`src/rtl/aoi_pipe_if.sv`:
```
// Handshake and operand/result bundle for aoi_pipe.
// The pipeline itself connects through the slave modport; the producer/consumer side uses master.
interface aoi_pipe_if #(
  parameter int WIDTH = 4,
  parameter int CNT_W = 8
);
  logic             in_valid;
  logic             in_ready;
  logic [1:0]       mode;
  logic [WIDTH-1:0] a1;
  logic [WIDTH-1:0] a2;
  logic [WIDTH-1:0] b1;
  logic [WIDTH-1:0] b2;
  logic             out_valid;
  logic             out_ready;
  logic [WIDTH-1:0] o;
  logic [CNT_W-1:0] xfer_cnt;

  modport slave (
    input  in_valid, mode, a1, a2, b1, b2, out_ready,
    output in_ready, out_valid, o, xfer_cnt
  );

  modport master (
    output in_valid, mode, a1, a2, b1, b2, out_ready,
    input  in_ready, out_valid, o, xfer_cnt
  );
endinterface

```
`src/rtl/aoi_pipe.sv`:
```
// Two-stage valid/ready pipeline computing AOI/OAI/AO/OA over WIDTH-bit lanes.
// Define AOI_PIPE_CNT_EN to build the output transfer counter; otherwise xfer_cnt is tied to 0.
module aoi_pipe #(
  parameter int WIDTH = 4,
  parameter int CNT_W = 8
) (
  input logic       clk,
  input logic       rst_n,
  aoi_pipe_if.slave bus
);

  typedef enum logic [1:0] {
    MODE_AOI = 2'b00,
    MODE_OAI = 2'b01,
    MODE_AO  = 2'b10,
    MODE_OA  = 2'b11
  } mode_e;

  typedef struct packed {
    mode_e            mode;
    logic [WIDTH-1:0] a1;
    logic [WIDTH-1:0] a2;
    logic [WIDTH-1:0] b1;
    logic [WIDTH-1:0] b2;
  } operands_t;

  operands_t        s1_q;
  logic             s1_valid;
  logic             init_done;
  logic             out_valid_q;
  logic [WIDTH-1:0] o_q;
  logic [WIDTH-1:0] result;
  logic             s2_load;
  logic             in_ready_c;
  logic             in_xfer;
  logic             out_xfer;

  // S2 can take new data when empty or when its current result leaves this cycle.
  assign s2_load    = !out_valid_q || bus.out_ready;
  assign in_ready_c = init_done && (!s1_valid || s2_load);
  assign in_xfer    = bus.in_valid && in_ready_c;
  assign out_xfer   = out_valid_q && bus.out_ready;

  assign bus.in_ready  = in_ready_c;
  assign bus.out_valid = out_valid_q;
  assign bus.o         = o_q;

  // NOTE: every variable written in always_comb gets a default first, so no path can infer a latch.
  always_comb begin
    logic [WIDTH-1:0] and_a;
    logic [WIDTH-1:0] and_b;
    logic [WIDTH-1:0] or_a;
    logic [WIDTH-1:0] or_b;
    result = '0;
    and_a  = s1_q.a1 & s1_q.a2;
    and_b  = s1_q.b1 & s1_q.b2;
    or_a   = s1_q.a1 | s1_q.a2;
    or_b   = s1_q.b1 | s1_q.b2;
    unique case (s1_q.mode)
      MODE_AOI: result = ~(and_a | and_b);
      MODE_OAI: result = ~(or_a & or_b);
      MODE_AO:  result = and_a | and_b;
      MODE_OA:  result = or_a & or_b;
      default:  result = '0;
    endcase
  end

  // Holds in_ready low through reset and until the first edge after release.
  always_ff @(posedge clk or negedge rst_n) begin
    if (!rst_n) begin
      init_done <= 1'b0;
    end else begin
      init_done <= 1'b1;
    end
  end

  // NOTE: sequential state uses non-blocking assignments so every register samples pre-edge values.
  always_ff @(posedge clk or negedge rst_n) begin
    if (!rst_n) begin
      s1_valid <= 1'b0;
      // NOTE: operand registers are cleared too, so o and S1 are fully defined right after reset.
      s1_q     <= operands_t'('0);
    end else begin
      if (in_xfer) begin
        s1_valid <= 1'b1;
        s1_q     <= '{mode: mode_e'(bus.mode), a1: bus.a1, a2: bus.a2,
                      b1: bus.b1, b2: bus.b2};
      end else if (s2_load) begin
        s1_valid <= 1'b0;
      end
    end
  end

  always_ff @(posedge clk or negedge rst_n) begin
    if (!rst_n) begin
      out_valid_q <= 1'b0;
      o_q         <= '0;
    end else if (s2_load) begin
      out_valid_q <= s1_valid;
      if (s1_valid) begin
        o_q <= result;
      end
    end
  end

`ifdef AOI_PIPE_CNT_EN
  logic [CNT_W-1:0] cnt_q;

  // Wraps naturally at 2^CNT_W.
  always_ff @(posedge clk or negedge rst_n) begin
    if (!rst_n) begin
      cnt_q <= '0;
    end else if (out_xfer) begin
      cnt_q <= cnt_q + 1'b1;
    end
  end

  assign bus.xfer_cnt = cnt_q;
`else
  logic unused_out_xfer;
  assign unused_out_xfer = out_xfer;
  assign bus.xfer_cnt    = '0;
`endif

endmodule

```
`src/flat_wrapper.sv`:
```
// flat-port wrapper written by rule: the top's interface ports become plain ports
module aoi_pipe_flat 
#(
  parameter int WIDTH = 4,
  parameter int CNT_W = 8
)
  (clk, rst_n, bus_in_valid, bus_mode, bus_a1, bus_a2, bus_b1, bus_b2, bus_out_ready, bus_in_ready, bus_out_valid, bus_o, bus_xfer_cnt);
  aoi_pipe_if #(.WIDTH(WIDTH), .CNT_W(CNT_W)) bus_i ();
  input logic clk;
  input logic rst_n;
  input wire logic [$bits(bus_i.in_valid)-1:0] bus_in_valid;
  input wire logic [$bits(bus_i.mode)-1:0] bus_mode;
  input wire logic [$bits(bus_i.a1)-1:0] bus_a1;
  input wire logic [$bits(bus_i.a2)-1:0] bus_a2;
  input wire logic [$bits(bus_i.b1)-1:0] bus_b1;
  input wire logic [$bits(bus_i.b2)-1:0] bus_b2;
  input wire logic [$bits(bus_i.out_ready)-1:0] bus_out_ready;
  output wire logic [$bits(bus_i.in_ready)-1:0] bus_in_ready;
  output wire logic [$bits(bus_i.out_valid)-1:0] bus_out_valid;
  output wire logic [$bits(bus_i.o)-1:0] bus_o;
  output wire logic [$bits(bus_i.xfer_cnt)-1:0] bus_xfer_cnt;
  assign bus_i.in_valid = bus_in_valid;
  assign bus_i.mode = bus_mode;
  assign bus_i.a1 = bus_a1;
  assign bus_i.a2 = bus_a2;
  assign bus_i.b1 = bus_b1;
  assign bus_i.b2 = bus_b2;
  assign bus_i.out_ready = bus_out_ready;
  assign bus_in_ready = bus_i.in_ready;
  assign bus_out_valid = bus_i.out_valid;
  assign bus_o = bus_i.o;
  assign bus_xfer_cnt = bus_i.xfer_cnt;
  aoi_pipe #(.WIDTH(WIDTH), .CNT_W(CNT_W)) u_core (.clk(clk), .rst_n(rst_n), .bus(bus_i));
endmodule
```
`config.mk`:
```
export PLATFORM = sky130hd
export DESIGN_NAME = aoi_pipe_flat
export DESIGN_NICKNAME = d
export VERILOG_FILES = /design/src/rtl/aoi_pipe_if.sv /design/src/rtl/aoi_pipe.sv /design/src/flat_wrapper.sv
export SDC_FILE = /design/constraint.sdc
export NUM_CORES = 1
export LEC_CHECK = 0
export ABC_CLOCK_PERIOD_IN_PS = 2600
export CORE_AREA = 2 2 52 54
export CTS_CLUSTER_DIAMETER = 80
export DETAILED_ROUTE_END_ITERATION = 16
export DIE_AREA = 0 0 54 56
export PLACE_DENSITY_LB_ADDON = 0.2
export SLEW_MARGIN = 20
export SYNTH_ARGS = -nofsm -noshare
export SYNTH_HDL_FRONTEND = slang
export SYNTH_SLANG_ARGS = --single-unit
```
`constraint.sdc`:
```
create_clock -name clk -period 2.6 [get_ports clk]
set_clock_uncertainty 0.05 [all_clocks]
set_input_delay 0.39 -clock clk [delete_from_list [all_inputs] [get_ports clk]]
set_output_delay 0.39 -clock clk [all_outputs]
set_load 0.05 [all_outputs]
```
==> impl_metrics.yaml <==
run_status:
  status: "finished, final reports clean"
global_route:
  gr-total-overflow: 0
  grt_pass1_vias: 700
  grt_max_degree: 26
  grt_first_pass_wirelength_um: 2910
  grt_antenna_before_repair: 0
  grt_usage_pct: 12.7
clock_network:
  cts_setup_buffers: 0
  postCtsHoldBufs: 0
  root_buffer: "clkbuf_4"
  max-clock-path-buffers: 2
  cts_resized: 0
  htree_levels: 1
  insertion_delay_ps: 290
  cts_tree: "built"
  cts_sinks: 25
  numCtsBuffers: 3
  clk_pin_slew_ps: 120
detailed_routing:
  drtIter0Drc: 3
  ant_nets: 0
  first_pass_iters: 2
  wl_per_cell_um: 11.7
  drt-total-wl_um: 1700
  vias: 705
  viasPerCell: 4.86
  drc: 0
place:
  place_hpwl_um: 1320
  io_buffers: 27
  place_congestion: 0.681
  dpl-instance-area_um2: 1410
setup_path:
  crit_arrival_ps: 1480
  crit_slowest_cell: "clkdlybuf4s50_1"
  r2r_cells: 4
  r2r_slack_ps: 1150
  cp_cell_sequence: "clkdlybuf4s50_1"
  critPathMaxStageDelay_ps: 810
  path_depth: 1
  end_kind: "output pin"
  cp-start-kind: "flip-flop"
  cp_top_family: "buffers and inverters"
  criticalPathCategory: "reg2out"
  required_ps: 2160
  worstPathMaxFanout: 3
  cp_num_buf_inv: 1
die:
  dieHeight_um: 56
  std_cell_rows: 18
  pin_count: 36
  core_um2: 2430
  die_w_um: 54
  start_util_pct: 47.5
  fp.dieArea_um2: 3020
final_layout:
  nets: 138
  drive_gt1_share_pct: 21.7
  design_area_um2: 1430
  final_core_util_pct: 58.9
  n_fill_cell: 216
  area_growth_pct: 24.1
  diodes: 0
synth:
  synth_compound_area_share_pct: 8.67
  synth_mux_area_share_pct: 20.5
  synth-seq-area-share_pct: 54.2
  synth-edff-count: 0
  synthArstFlopShare_pct: 100
  yosys_register_bits: 25
  synth_top_flop_cell: "dfrtp_1"
  syn_area_um2: 1150
  synth_top_family_by_area: "multiplexers"
  synthesis.yosys.warnings: 0
  synth_cells: 87
  synth_top_area_share_pct: 54.2
  syn_area_per_cell_um2: 13.3
  yosys.area.top_type: "dfrtp_1"
  synth_most_common_cell: "dfrtp_1"
  synthAdderAreaFrac_pct: 0
  synthTopCellsByCount: "25 x dfrtp_1, 9 x mux2_2, 9 x mux2_4"
  yosys.area_share.simple_pct: 5.42
  synth_cell_types: 17
  synthTopCellsByArea: "dfrtp_1 54%, mux2_4 12%, mux2_2 8.8%"
  yosys.area_share.xor_xnor_pct: 3.03
timing:
  setup_viol: 0
  hold_violations: 0
  period_needed_ps: 1920
  slew_viol_final: 0
  tns_ps: 0
  fin_crit_sh_pct: 74.0
  max_freq_mhz: 520
  rsz0062_at_grt: "false"
job:
  maxCapViolCount: 0
min_path:
  holdCritPathClass: "in2async"
pwr:
  p_leak_nw: 0.647
  vdd_drop_max_uv: 478
  powerDensity_nw_per_um2: 749
## path summary, 6_finish.rpt
path / from / end
min in group clk: u_core.bus.o[3] / u_core.bus.o[3]
setup reg to reg: u_core.s1_valid / u_core.s1_q[11]
max in group asynchronous: rst_n / u_core.s1_q[17]
hold / removal: rst_n / u_core.s1_q[10]
setup / recovery: u_core.bus.out_valid / bus_out_valid
hold reg to reg: u_core.bus.o[3] / u_core.bus.o[3]
## placed cells by master (no fill, tap or decap)
cell	n
a21oi_1	4
o21ai_0	4
buf_4	2
o22ai_1	4
dfrtp_1	25
clkdlybuf4s50_1	26
clkbuf_1	1
a221oi_1	4
clkbuf_4	3
mux2_2	9
conb_1	9
and2_4	1
nand2b_1	2
nand2_1	6
xor2_1	4
nand2_4	1
mux2_4	9
nand3b_1	1
## power by group
group | switching (mW) | internal (mW)
combinational | 0.213 | 0.174
sequential | 0.0610 | 0.467
clock | 0.0980 | 0.0596
## logic make-up (layout without fill, tap and decap cells)
family,count (synthesis),after routing
AOI/OAI and AO/OA,16,16
xor gates and xnor gates,4,4
buffers and inverters,11,32
DFF,25,25
muxes,18,18
other,2,9
and+or+nand+nor,11,11
## layer usage
metal  track usage [%]  wire, µm  up-vias
met5                 0         0        -
met4              4.29        14        0
met3              2.42       102        2
met2              20.6       851       24
met1              16.5       732      334
li1                  -         -      345
## stage by stage
step	hold slack, ps	instances	worst slack, ps	power [mW]
after floorplan	44.4	94	816	0.812
after global placement	412	141	659	0.918
after detailed placement	425	141	636	0.930
after CTS	391	145	658	1.09
after global routing	421	145	608	1.15
final	391	145	676	1.07
## cell type report
cell class | count | area [µm²] | share of cell area (%)
tap | 30 | 37.5 | 2.62
multi-input combinational | 58 | 468 | 32.7
timing repair buffer | 28 | 275 | 19.2
clock buffer | 4 | 26.3 | 1.83
sequential | 25 | 626 | 43.7
## sequential cells by signal (all words and copies together) (netlist names)
register,count
u_core.bus.o,4
u_core.s1_valid,1
u_core.init_done,1
u_core.s1_q,18
u_core.bus.out_valid,1
Note: power is estimated with default switching activity, not from simulation.
